File: src/rtl/wb_arbiter.sv
// wb_arbiter: buffers the four execute-stage result channels and drains them
// through a single scoreboard write port with round-robin arbitration.
// Ports: clk_i/rst_ni (async active-low), flush_i; per-channel wb_valid_i,
//   wb_result_i, wb_trans_id_i, wb_exception_i (no ready); sb_valid_o/sb_ready_i
//   with sb_result_o, sb_trans_id_o, sb_exception_o; stall_issue_o, overflow_o,
//   conflict_cnt_o.
// Optional feature macro: WB_ARB_STATS_EN builds the request-conflict counter.

package wb_arbiter_pkg;
  localparam int unsigned TRANS_ID_BITS = 4;

  typedef struct packed {
    logic        valid;
    logic [4:0]  cause;
    logic [31:0] tval;
  } exception_t;
endpackage

// Per-channel result FIFO with pointer/count bookkeeping.
// Latency: 1 cycle from push to head; head is read combinationally.
// No backpressure: a push into a full FIFO is dropped unless a pop frees the slot.
module wb_arbiter_fifo #(
  parameter int unsigned Width = 8,
  parameter int unsigned Depth = 4
) (
  input  logic                   clk_i,
  input  logic                   rst_ni,
  input  logic                   flush_i,
  input  logic                   push_i,
  input  logic [Width-1:0]       data_i,
  input  logic                   pop_i,
  output logic [Width-1:0]       data_o,
  output logic [$clog2(Depth):0] cnt_d_o,
  output logic                   full_o,
  output logic                   empty_o
);
  localparam int unsigned PtrW = $clog2(Depth);

  logic [Width-1:0] mem_q [Depth];
  logic [PtrW-1:0]  rd_q, wr_q;
  logic [PtrW:0]    cnt_q;
  logic             do_push, do_pop;

  assign full_o  = (cnt_q == (PtrW+1)'(Depth));
  assign empty_o = (cnt_q == '0);
  assign do_pop  = pop_i && !empty_o;
  // A full FIFO still accepts a push when the head leaves in the same cycle;
  // the write lands in the slot being vacated.
  assign do_push = push_i && (!full_o || do_pop);
  assign data_o  = mem_q[rd_q];

  always_comb begin
    cnt_d_o = cnt_q;
    if (flush_i) begin
      cnt_d_o = '0;
    end else if (do_push && !do_pop) begin
      cnt_d_o = cnt_q + (PtrW+1)'(1);
    end else if (do_pop && !do_push) begin
      cnt_d_o = cnt_q - (PtrW+1)'(1);
    end
  end

  always_ff @(posedge clk_i or negedge rst_ni) begin
    if (!rst_ni) begin
      rd_q  <= '0;
      wr_q  <= '0;
      cnt_q <= '0;
    end else begin
      cnt_q <= cnt_d_o;
      if (flush_i) begin
        rd_q <= '0;
        wr_q <= '0;
      end else begin
        if (do_push) wr_q <= wr_q + PtrW'(1);
        if (do_pop)  rd_q <= rd_q + PtrW'(1);
      end
    end
  end

  always_ff @(posedge clk_i) begin
    if (do_push && !flush_i) mem_q[wr_q] <= data_i;
  end
endmodule

// Writeback arbiter: per-channel FIFOs drained round-robin into the scoreboard.
// Latency: 0 cycles for a winning live input with an empty FIFO, else queued.
// Backpressure: sb_ready_i stalls draining; stall_issue_o warns before overflow.
module wb_arbiter
  import wb_arbiter_pkg::*;
#(
  parameter int unsigned NrWbPorts = 4,
  parameter int unsigned Depth     = 4,
  parameter int unsigned AfThresh  = 2
) (
  input  logic                                    clk_i,
  input  logic                                    rst_ni,
  input  logic                                    flush_i,
  input  logic [NrWbPorts-1:0]                    wb_valid_i,
  input  logic [NrWbPorts-1:0][63:0]              wb_result_i,
  input  logic [NrWbPorts-1:0][TRANS_ID_BITS-1:0] wb_trans_id_i,
  input  exception_t [NrWbPorts-1:0]              wb_exception_i,
  output logic                                    sb_valid_o,
  input  logic                                    sb_ready_i,
  output logic [63:0]                             sb_result_o,
  output logic [TRANS_ID_BITS-1:0]                sb_trans_id_o,
  output exception_t                              sb_exception_o,
  output logic                                    stall_issue_o,
  output logic                                    overflow_o,
  output logic [31:0]                             conflict_cnt_o
);
  localparam int unsigned CntW = $clog2(Depth) + 1;
  localparam int unsigned IdxW = $clog2(NrWbPorts);

  typedef struct packed {
    logic [63:0]              result;
    logic [TRANS_ID_BITS-1:0] trans_id;
    exception_t               exception;
  } entry_t;

  entry_t                          live [NrWbPorts];
  entry_t                          head [NrWbPorts];
  entry_t                          cand [NrWbPorts];
  entry_t                          sb_sel;
  logic [NrWbPorts-1:0]            req, empty, full, push, pop, gnt;
  logic [NrWbPorts-1:0][CntW-1:0]  cnt_d;
  logic [NrWbPorts-1:0]            rr_q, rr_d;
  logic [IdxW-1:0]                 rr_idx, gnt_idx;
  logic [IdxW:0]                   pos;
  logic                            found, xfer, stall_d, ovf_set;

  for (genvar i = 0; i < NrWbPorts; i++) begin : g_chan
    assign live[i] = '{result: wb_result_i[i], trans_id: wb_trans_id_i[i],
                       exception: wb_exception_i[i]};
    assign req[i]  = !empty[i] || wb_valid_i[i];
    // Empty FIFO: present the live input directly (fall-through).
    assign cand[i] = empty[i] ? live[i] : head[i];
    // A live input consumed by fall-through never enters the FIFO.
    assign push[i] = wb_valid_i[i] && !flush_i && !(empty[i] && gnt[i] && xfer);
    assign pop[i]  = gnt[i] && !empty[i] && xfer;

    wb_arbiter_fifo #(.Width($bits(entry_t)), .Depth(Depth)) u_fifo (
      .clk_i   (clk_i),
      .rst_ni  (rst_ni),
      .flush_i (flush_i),
      .push_i  (push[i]),
      .data_i  (live[i]),
      .pop_i   (pop[i]),
      .data_o  (head[i]),
      .cnt_d_o (cnt_d[i]),
      .full_o  (full[i]),
      .empty_o (empty[i])
    );
  end

  // Grant the first requester at or after the one-hot priority pointer.
  always_comb begin
    rr_idx  = '0;
    gnt     = '0;
    gnt_idx = '0;
    found   = 1'b0;
    pos     = '0;
    for (int i = 0; i < NrWbPorts; i++) begin
      if (rr_q[i]) rr_idx = IdxW'(i);
    end
    for (int k = 0; k < NrWbPorts; k++) begin
      pos = {1'b0, rr_idx} + (IdxW+1)'(k);
      if (pos >= (IdxW+1)'(NrWbPorts)) pos = pos - (IdxW+1)'(NrWbPorts);
      if (!found && req[pos[IdxW-1:0]]) begin
        found              = 1'b1;
        gnt_idx            = pos[IdxW-1:0];
        gnt[pos[IdxW-1:0]] = 1'b1;
      end
    end
  end

  assign sb_valid_o     = (|req) && !flush_i;
  assign xfer           = sb_valid_o && sb_ready_i;
  assign sb_sel         = sb_valid_o ? cand[gnt_idx] : '0;
  assign sb_result_o    = sb_sel.result;
  assign sb_trans_id_o  = sb_sel.trans_id;
  assign sb_exception_o = sb_sel.exception;

  assign ovf_set = |(push & full & ~pop);

  always_comb begin
    rr_d = rr_q;
    if (flush_i) begin
      rr_d = NrWbPorts'(1);
    end else if (xfer) begin
      rr_d = {gnt[NrWbPorts-2:0], gnt[NrWbPorts-1]};
    end
  end

  always_comb begin
    stall_d = 1'b0;
    for (int i = 0; i < NrWbPorts; i++) begin
      if ((32'(Depth) - 32'(cnt_d[i])) <= 32'(AfThresh)) stall_d = 1'b1;
    end
  end

  always_ff @(posedge clk_i or negedge rst_ni) begin
    if (!rst_ni) begin
      rr_q          <= NrWbPorts'(1);
      stall_issue_o <= 1'b0;
      overflow_o    <= 1'b0;
    end else begin
      rr_q          <= rr_d;
      stall_issue_o <= stall_d;
      if (ovf_set) overflow_o <= 1'b1;
    end
  end

`ifdef WB_ARB_STATS_EN
  logic [31:0] conflict_q;
  logic        multi_req;

  assign multi_req = ($countones(req) > 1);

  always_ff @(posedge clk_i or negedge rst_ni) begin
    if (!rst_ni) begin
      conflict_q <= '0;
    end else if (multi_req && !flush_i && (conflict_q != '1)) begin
      conflict_q <= conflict_q + 32'd1;
    end
  end

  assign conflict_cnt_o = conflict_q;
`else
  assign conflict_cnt_o = '0;
`endif
endmodule
File: config.mk
export PLATFORM = sky130hd
export DESIGN_NAME = wb_arbiter
export DESIGN_NICKNAME = d
export VERILOG_FILES = /design/src/rtl/wb_arbiter.sv
export SDC_FILE = /design/constraint.sdc
export NUM_CORES = 2
export LEC_CHECK = 0
export ABC_CLOCK_PERIOD_IN_PS = 19700
export BUFFER_PORTS_ARGS = -buffer_cell sky130_fd_sc_hd__buf_2
export CAP_MARGIN = 20
export CORE_UTILIZATION = 45
export CTS_CLUSTER_DIAMETER = 80
export CTS_CLUSTER_SIZE = 30
export DETAILED_ROUTE_END_ITERATION = 12
export GPL_TIMING_DRIVEN = 1
export SYNTH_ARGS = -nofsm -noshare
export SYNTH_HDL_FRONTEND = slang
export SYNTH_HIERARCHICAL = 1
export SYNTH_SLANG_ARGS = --single-unit
export TNS_END_PERCENT = 10
File: constraint.sdc
create_clock -name clk_i -period 19.7 [get_ports clk_i]
set_input_delay 1.97 -clock clk_i [delete_from_list [all_inputs] [get_ports clk_i]]
set_output_delay 1.97 -clock clk_i [all_outputs]
set_load 0.02 [all_outputs]
Yosys cells after proc, flatten, opt, wreduce, memory -nomap -nowiden --
Memory sizes are Yosys's and may differ from the RTL's. Cells that the tools add are included.
Word-level totals: register bits after elaboration 34, latch bits 0, bits in writable memories 1696, memory bits (read-only) 0, output and inout port bits 141, logic and storage cells 258, memories kept 4
Memories:
- g_chan[0].u_fifo.mem_q | words 4, bits a word 106, read ports 1, clocked after memory_dff 0, write ports 1, line 39 | logic [Width-1:0] mem_q [Depth];
- g_chan[1].u_fifo.mem_q | words 4, bits a word 106, read ports 1, clocked after memory_dff 0, write ports 1, line 39
- g_chan[2].u_fifo.mem_q | words 4, bits a word 106, read ports 1, clocked after memory_dff 0, write ports 1, line 39
- g_chan[3].u_fifo.mem_q | words 4, bits a word 106, read ports 1, clocked after memory_dff 0, write ports 1, line 39
Cells by class: add/sub/neg operators 27, $mul 0, divide/modulo/power cells 0, order comparisons 17, equal/unequal tests 4, shift operators 0, mux-type cells 84, bitwise logic cells 7, reductions and logical operators 100
Operators with widths (number):
- 106-bit two-way mux | 7
- 106-bit binary-select mux with 2-bit select | 1
- 32-bit by 2-bit <= comparator with 1-bit output, second input constant | 4
- 1-bit logical AND | 53
- 2-bit two-way mux | 26
- 3-bit two-way mux | 12
- 1-bit zero test | 24
- 1-bit two-way mux | 24
- 4-bit two-way mux | 6
- 2-bit nonzero test | 9
- 2-bit by 1-bit adder with 2-bit output, second input constant | 8
- 3-bit by 3-bit subtractor with 4-bit output, first input constant | 4
- 3-bit by 1-bit adder with 3-bit output, second input constant | 4
- 3-bit == test, second input constant | 4
- 3-bit >= comparator, second input constant | 4
- 3-bit zero test | 4
- 2-bit by 3-bit less-than comparator with 1-bit output, second input constant | 4
- 4-bit bitwise OR | 3
- 3-bit by 1-bit subtractor with 3-bit output, second input constant | 4
- 4-bit AND | 2
- 1-bit binary-select mux with 2-bit select | 4
- 1-bit demux with 2-bit select | 4
- 2-bit by 1-bit >= comparator with 1-bit output, second input constant | 4
- 1-bit logical OR | 8
- 7 further kinds | 12

Longest topological paths before layout --
word-level depth 33, gate-level depth with buffers 25

By module --
The synthesis kept the hierarchy.
By module, submodules not included:
- wb_arbiter_fifo | instances 4, cells each 627, area each 15846.4 µm²
- wb_arbiter | instances 1, cells each 1961, area each 15484.9 µm²

Worst setup path before layout --
Ideal clock, no wire load.
path type in2reg, start point input wb_valid_i[3], end point memory g_chan[1].u_fifo/mem_q[0][0] in the netlist's numbering, enable pin, library setup time 477 ps, arrival time 6779 ps, required time 19223 ps, path slack 12444 ps, stages 12, buffers on the path 2, path through nor2b_1 > mux2i_2 > mux2_2 > clkbuf_1 > nor3_1 > nand2_1 > a21oi_1 > nor2b_1 > clkbuf_1 > and3b_1 > nor3_1 > and2_1
Between the ends: word-level cells in the longest chain between the ends 21, elaborated cells on any way between the ends 40, those cells by class mux: 17; bitwise: 3; reduce/logical: 20
Ends and longest elaborated chain:
- from (decl) | line 98 | input logic [NrWbPorts-1:0] wb_valid_i,
- 1-bit logical OR * | line 134 | assign req[i] = !empty[i] || wb_valid_i[i];
- 1-bit binary-select mux with 2-bit select | line 168 | if (!found && req[pos[IdxW-1:0]]) begin
- 1-bit two-way mux (implied by the code) | line 168
- 1-bit two-way mux | line 168
- 1-bit zero test | line 168
- 1-bit logical AND | line 168
- 1-bit two-way mux | line 168
- 1-bit zero test | line 168
- (+6 left out)
- 1-bit logical AND * | line 139 | assign pop[i] = gnt[i] && !empty[i] && xfer;
- net pop[1] | line 124 | logic [NrWbPorts-1:0] req, empty, full, push, pop, gnt;
- 1-bit logical AND * | line 46 | assign do_pop = pop_i && !empty_o;
- 1-bit logical OR * | line 49 | assign do_push = push_i && (!full_o || do_pop);
- 1-bit logical AND * | line 49
- 1-bit logical AND * | line 81 | if (do_push && !flush_i) mem_q[wr_q] <= data_i;
- 1-bit two-way mux * | line 81
- 1-bit two-way mux (implied by the code) * | line 81
- to (decl) | line 39
The timed path passes the listed nets; every way through them passes the cells marked *. The select of a mux whose other input is x is not followed.

Final worst setup path --
start point register g_chan[1].u_fifo.cnt_q[1], end point output sb_result_o[26]
Between the ends: word-level cells in the longest chain between the ends 20, elaborated cells on any way between the ends 32, those cells by class mux: 20; bitwise: 1; reduce/logical: 11
Ends and longest elaborated chain:
- from (decl) | line 41 | logic [PtrW:0] cnt_q;
- from (signal assigned) | line 69 | cnt_q <= cnt_d_o;
- 3-bit zero test * | line 45 | assign empty_o = (cnt_q == '0);
- net empty[1] | line 124
- 1-bit zero test | line 134
- 1-bit logical OR | line 134
- 1-bit binary-select mux with 2-bit select | line 168
- 1-bit two-way mux (implied by the code) | line 168
- 1-bit two-way mux | line 168
- 1-bit zero test | line 168
- (+4 left out)
- 1-bit two-way mux | line 168
- 1-bit zero test | line 168
- 1-bit logical AND | line 168
- 2-bit two-way mux | line 168
- 2-bit inverter with 3-bit output (implied by the code) | line 178 | assign sb_sel = sb_valid_o ? cand[gnt_idx] : '0;
- 106-bit binary-select mux with 2-bit select | line 178
- 106-bit two-way mux (implied by the code) (2 in series) | line 178
- 106-bit two-way mux * | line 178
- to (decl) | line 104 | output logic [63:0] sb_result_o,
Marked as above.

==> metrics.md <==
| Metric | Value |
|---|---|
| Core area | `174000 um2` |
| Area Growth Syn to Fin | `10.77%` |
| Reg power frac | `0.334` |
| Main synth FF type | `edfxtp_1` |
| Worst path cell trace | `inv_1 > ha_1 > nand2b_1 > inv_6 > nor2b_1 > mux2i_4 > buf_4 > mux2_4 > a21oi_4 > buf_4 > buf_4 > buf_4 > a221oi_1 > o211ai_1 > a21boi_1 > buf_2` |
| Clock Pin Slew Worst Setup and Hold Paths | `0.10 ns` |
| Top-count cell post-synth | `edfxtp_1` |
| Clock Path Buffers | `3` |
| Post-DP Area | `83500 um2` |
| Die extent in x | `420.7 um` |
| Worst-Skew Late Latency | `slightly below 0.8 ns` |
| Drt wl/cell | `36.08 um` |
| Drt drc | `0` |
| Top cell by count, worst path | `buf_4` |
| Sw frac | `0.4438` |
| Top area cells in the synthesized netlist | `edfxtp_1, mux4_2, mux2i_1, a221oi_1, o221ai_1` |
| Outcome | `completed` |
| Final wirelength | `263.2 mm` |
| FP Rows | `between 150 and 200` |
| DP Wirelength | `~180 mm` |
| Power Internal | `slightly below 0.007 W` |
| H-tree depth | `3` |
| Max_slew headroom | `0.1416` |
| Remaining Overflow, GRT | `0` |
| Commonest cells post-synth | `edfxtp_1, mux2i_1, mux4_2` |
| Antenna violations before repair | `174` |
| Worst IR Drop VDD | `0.2919 mV` |
| Detail Route Antenna Nets | `0` |
| TritonCTS buffer count | `97` |
| Post-CTS setup buffer count | `0` |
| Final worst path period need | `10.32 ns` |
| Endpoints failing setup | `0` |
| Critical Path AT | `8.35 ns` |
| Post-cts resize count | `0` |
| Slowest Stage Delay on Critical Path | `~0.98 ns` |
| Sum Neg Setup Slack | `0 ns` |
| Fin. max-slew vios | `0` |
| Final hold slack | `0.4865 ns` |
| Ys async rst share | `0.01909` |
| RSZ-0062 raised after global routing | `false` |
| Fmax | `96.87 MHz` |
| Clock sinks | `1729` |
| Initial DRC count | `7328` |
| Die Span Y | `between 400 and 500 um` |
| Yosys top cell area share | `0.6457` |
| CP startpoint kind | `register` |
| First-pass GRT wire length | `361.2 mm` |
| Largest area contributor in the netlist | `edfxtp_1` |
| CP Capture Type | `output port` |
| Seq/Total Area, Yosys | `0.6562` |
| Yosys warning total | `6` |
| CP max stage cell | `a21oi_4` |
| Post-synth EDFFs | `1696` |
| Die Footprint | `about 180000 um2` |
| Starting Density | `0.4532` |
| Placer Congestion | `0.8924` |
| Total track usage | `0.2929` |
| IO Pins | `573` |
| Finished Cell Area | `87370 um2` |
| Vias after detailed routing | `48.92k` |
| Vias in the first global route | `45.22k` |
| Synthesized instance count | `~4.5k` |
| Clk root buf | `clkbuf_16` |
| Leak pwr | `around 30 nW` |
| Final Skew | `0.05209 ns` |
| Hold Path Class | `reg -> reg` |
| CTS tree | `done` |
| Critical path class | `reg -> out` |
| Power share of the clock group | `0.197` |
| Fraction of layout instances using a drive strength above 1 | `0.2676` |
| Power Density | `141.8 nW/um2` |
| Avg Synthesized Cell Area | `17.65 um2` |
| Max-Cap Viols | `0` |
| Fin nets | `5283` |
| Combinational Power Share | `0.469` |
| Psw | `about 0.0055 W` |
| Post-synthesis register bit count | `roughly 1.7k` |
| Hold_buf cts | `0` |
| Hold Violations, Final | `0` |
| Port Buffers | `540` |
| Syn Std Cell Area | `78870 um2` |
| Via density | `approximately 6.7` |
| Pre-Repair DR Iteration Count | `6` |
| Ratio of final minimum period to clock period | `0.5240` |
| Crit-path max FO | `73` |
| Yosys cell types | `61` |
| Fill count | `14.35k` |
| WP data required | `17.73 ns` |
| Worst Tran Pin Value | `approximately 1.3 ns` |
| Largest net degree at the start of global routing | `193` |
metal layers:
metal / up-vias / track usage / part of all wire
li1: 19860 / - / -
met1: 25640 / 0.4009 / 0.39
met2: 2770 / 0.4404 / 0.46
met3: 587 / 0.06315 / 0.090
met4: 62 / 0.1524 / 0.058
met5: - / 0 / 0.0015
area by class of cell:
type                    instances  area, um2  share of cell area
flip-flops and latches       1729      51780              0.5927
multi-input cells            2275      25100              0.2873
repair buffers                651       3592             0.04112
well taps                    2325       2909             0.03330
clock buffers                 100       2460             0.02816
clock inverters                76       1070             0.01224
inverters                      53      235.2            0.002692
diodes                         85      212.7            0.002435
logic make-up (layout without fill, tap and decap cells):
logic type	Yosys count	count (layout)	share of synthesized area
fa+ha+maj	44	44	0.006980
buf+inv	496	880	0.02863
compound gates	963	963	0.09701
mux	967	967	0.1906
xor+xnor	4	4	0.0004441
flops	1729	1729	0.6562
other cells	1	117	0.00004755
simple gates	265	265	0.02008
placed cells by master, fill, tap and decap left out, types with 6 or more instances in the layout:
master / instances
inv_6: 14
a21o_1: 6
nand2b_1: 15
inv_8: 18
buf_4: 105
conb_1: 32
nand4_1: 6
dfrtp_1: 25
inv_12: 8
inv_1: 44
clkbuf_16: 98
o211ai_1: 109
nand3_1: 13
clkinv_8: 12
mux4_2: 426
inv_16: 8
dfrtp_4: 8
a31oi_1: 109
diode_2: 85
nor2b_1: 22
a221oi_1: 425
nand3b_1: 8
and3_1: 106
nand2_1: 15
a21boi_1: 105
nor2_1: 28
buf_2: 540
edfxtp_1: 1696
o221ai_1: 109
a21oi_1: 29
mux2i_1: 528
ha_1: 44
nor3_1: 7
o21ai_0: 32
clkinv_1: 6
a221o_1: 6
and2_4: 16
final timing paths:
path                                                           end  depth (start not counted)  slack [ns]                           startpoint
setup / recovery                                   sb_result_o[26]                         16        9.38  g_chan[1].u_fifo/cnt_q[1]$_DFF_PN0_
max in group asynchronous     g_chan[0].u_fifo/rd_q[0]$_DFFE_PN0P_                          1       17.60                               rst_ni
setup reg to reg           g_chan[1].u_fifo/mem_q[2][76]$_DFFE_PP_                         17       11.58  g_chan[1].u_fifo/cnt_q[1]$_DFF_PN0_
hold reg to reg                                rr_q[1]$_DFFE_PN0P_                          1        0.49                  rr_q[1]$_DFFE_PN0P_
hold / removal                                 rr_q[1]$_DFFE_PN0P_                          1        0.49                  rr_q[1]$_DFFE_PN0P_
min in group asynchronous                      rr_q[3]$_DFFE_PN0P_                          1        1.37                               rst_ni
power by group through the flow:
| stage | registers (W) | clock network, W | logic, W |
|---|---|---|---|
| 6_report | 0.00414 | 0.00244 | 0.00581 |
| 5_1_grt | 0.00415 | 0.00259 | 0.00602 |
| 4_1_cts | 0.00414 | 0.00248 | 0.00564 |
| 3_5_place_dp | 0.00423 | 0 | 0.00563 |
| 3_3_place_gp | 0.00423 | 0 | 0.00558 |
| 2_1_floorplan | 0.00423 | 0 | 0.00376 |
flip-flops by register name, indices dropped and copies added, names as in the netlist:
signal,flops
stall_issue_o,1
g_chan.u_fifo/rd_q,8
overflow_o,1
g_chan.u_fifo/mem_q,1696
rr_q,3
g_chan.u_fifo/cnt_q,12
g_chan.u_fifo/wr_q,8
worst max-delay path: cells and delay by family (launching register included):
kind	cells	cell delay [ns]
adders and majority gates	1	0.35
buffers and inverters	7	3.34
DFF	1	0.44
and+or+nand+nor	2	0.78
AOI/OAI and AO/OA	4	1.59
muxes	2	0.71
per-stage QoR:
stage                     setup slack, ns  total power (W)  cells  utilization
after floorplan                     12.44         0.007992   4500            -
after global placement              10.25         0.009805   7014       0.4795
after detailed placement            10.25         0.009857   7022       0.4799
after CTS                           9.645          0.01226   7198       0.5001
after global routing                9.147          0.01276   7258       0.5016
final                               9.377          0.01239   7294       0.5021
Power figures use the tool's default switching activity.
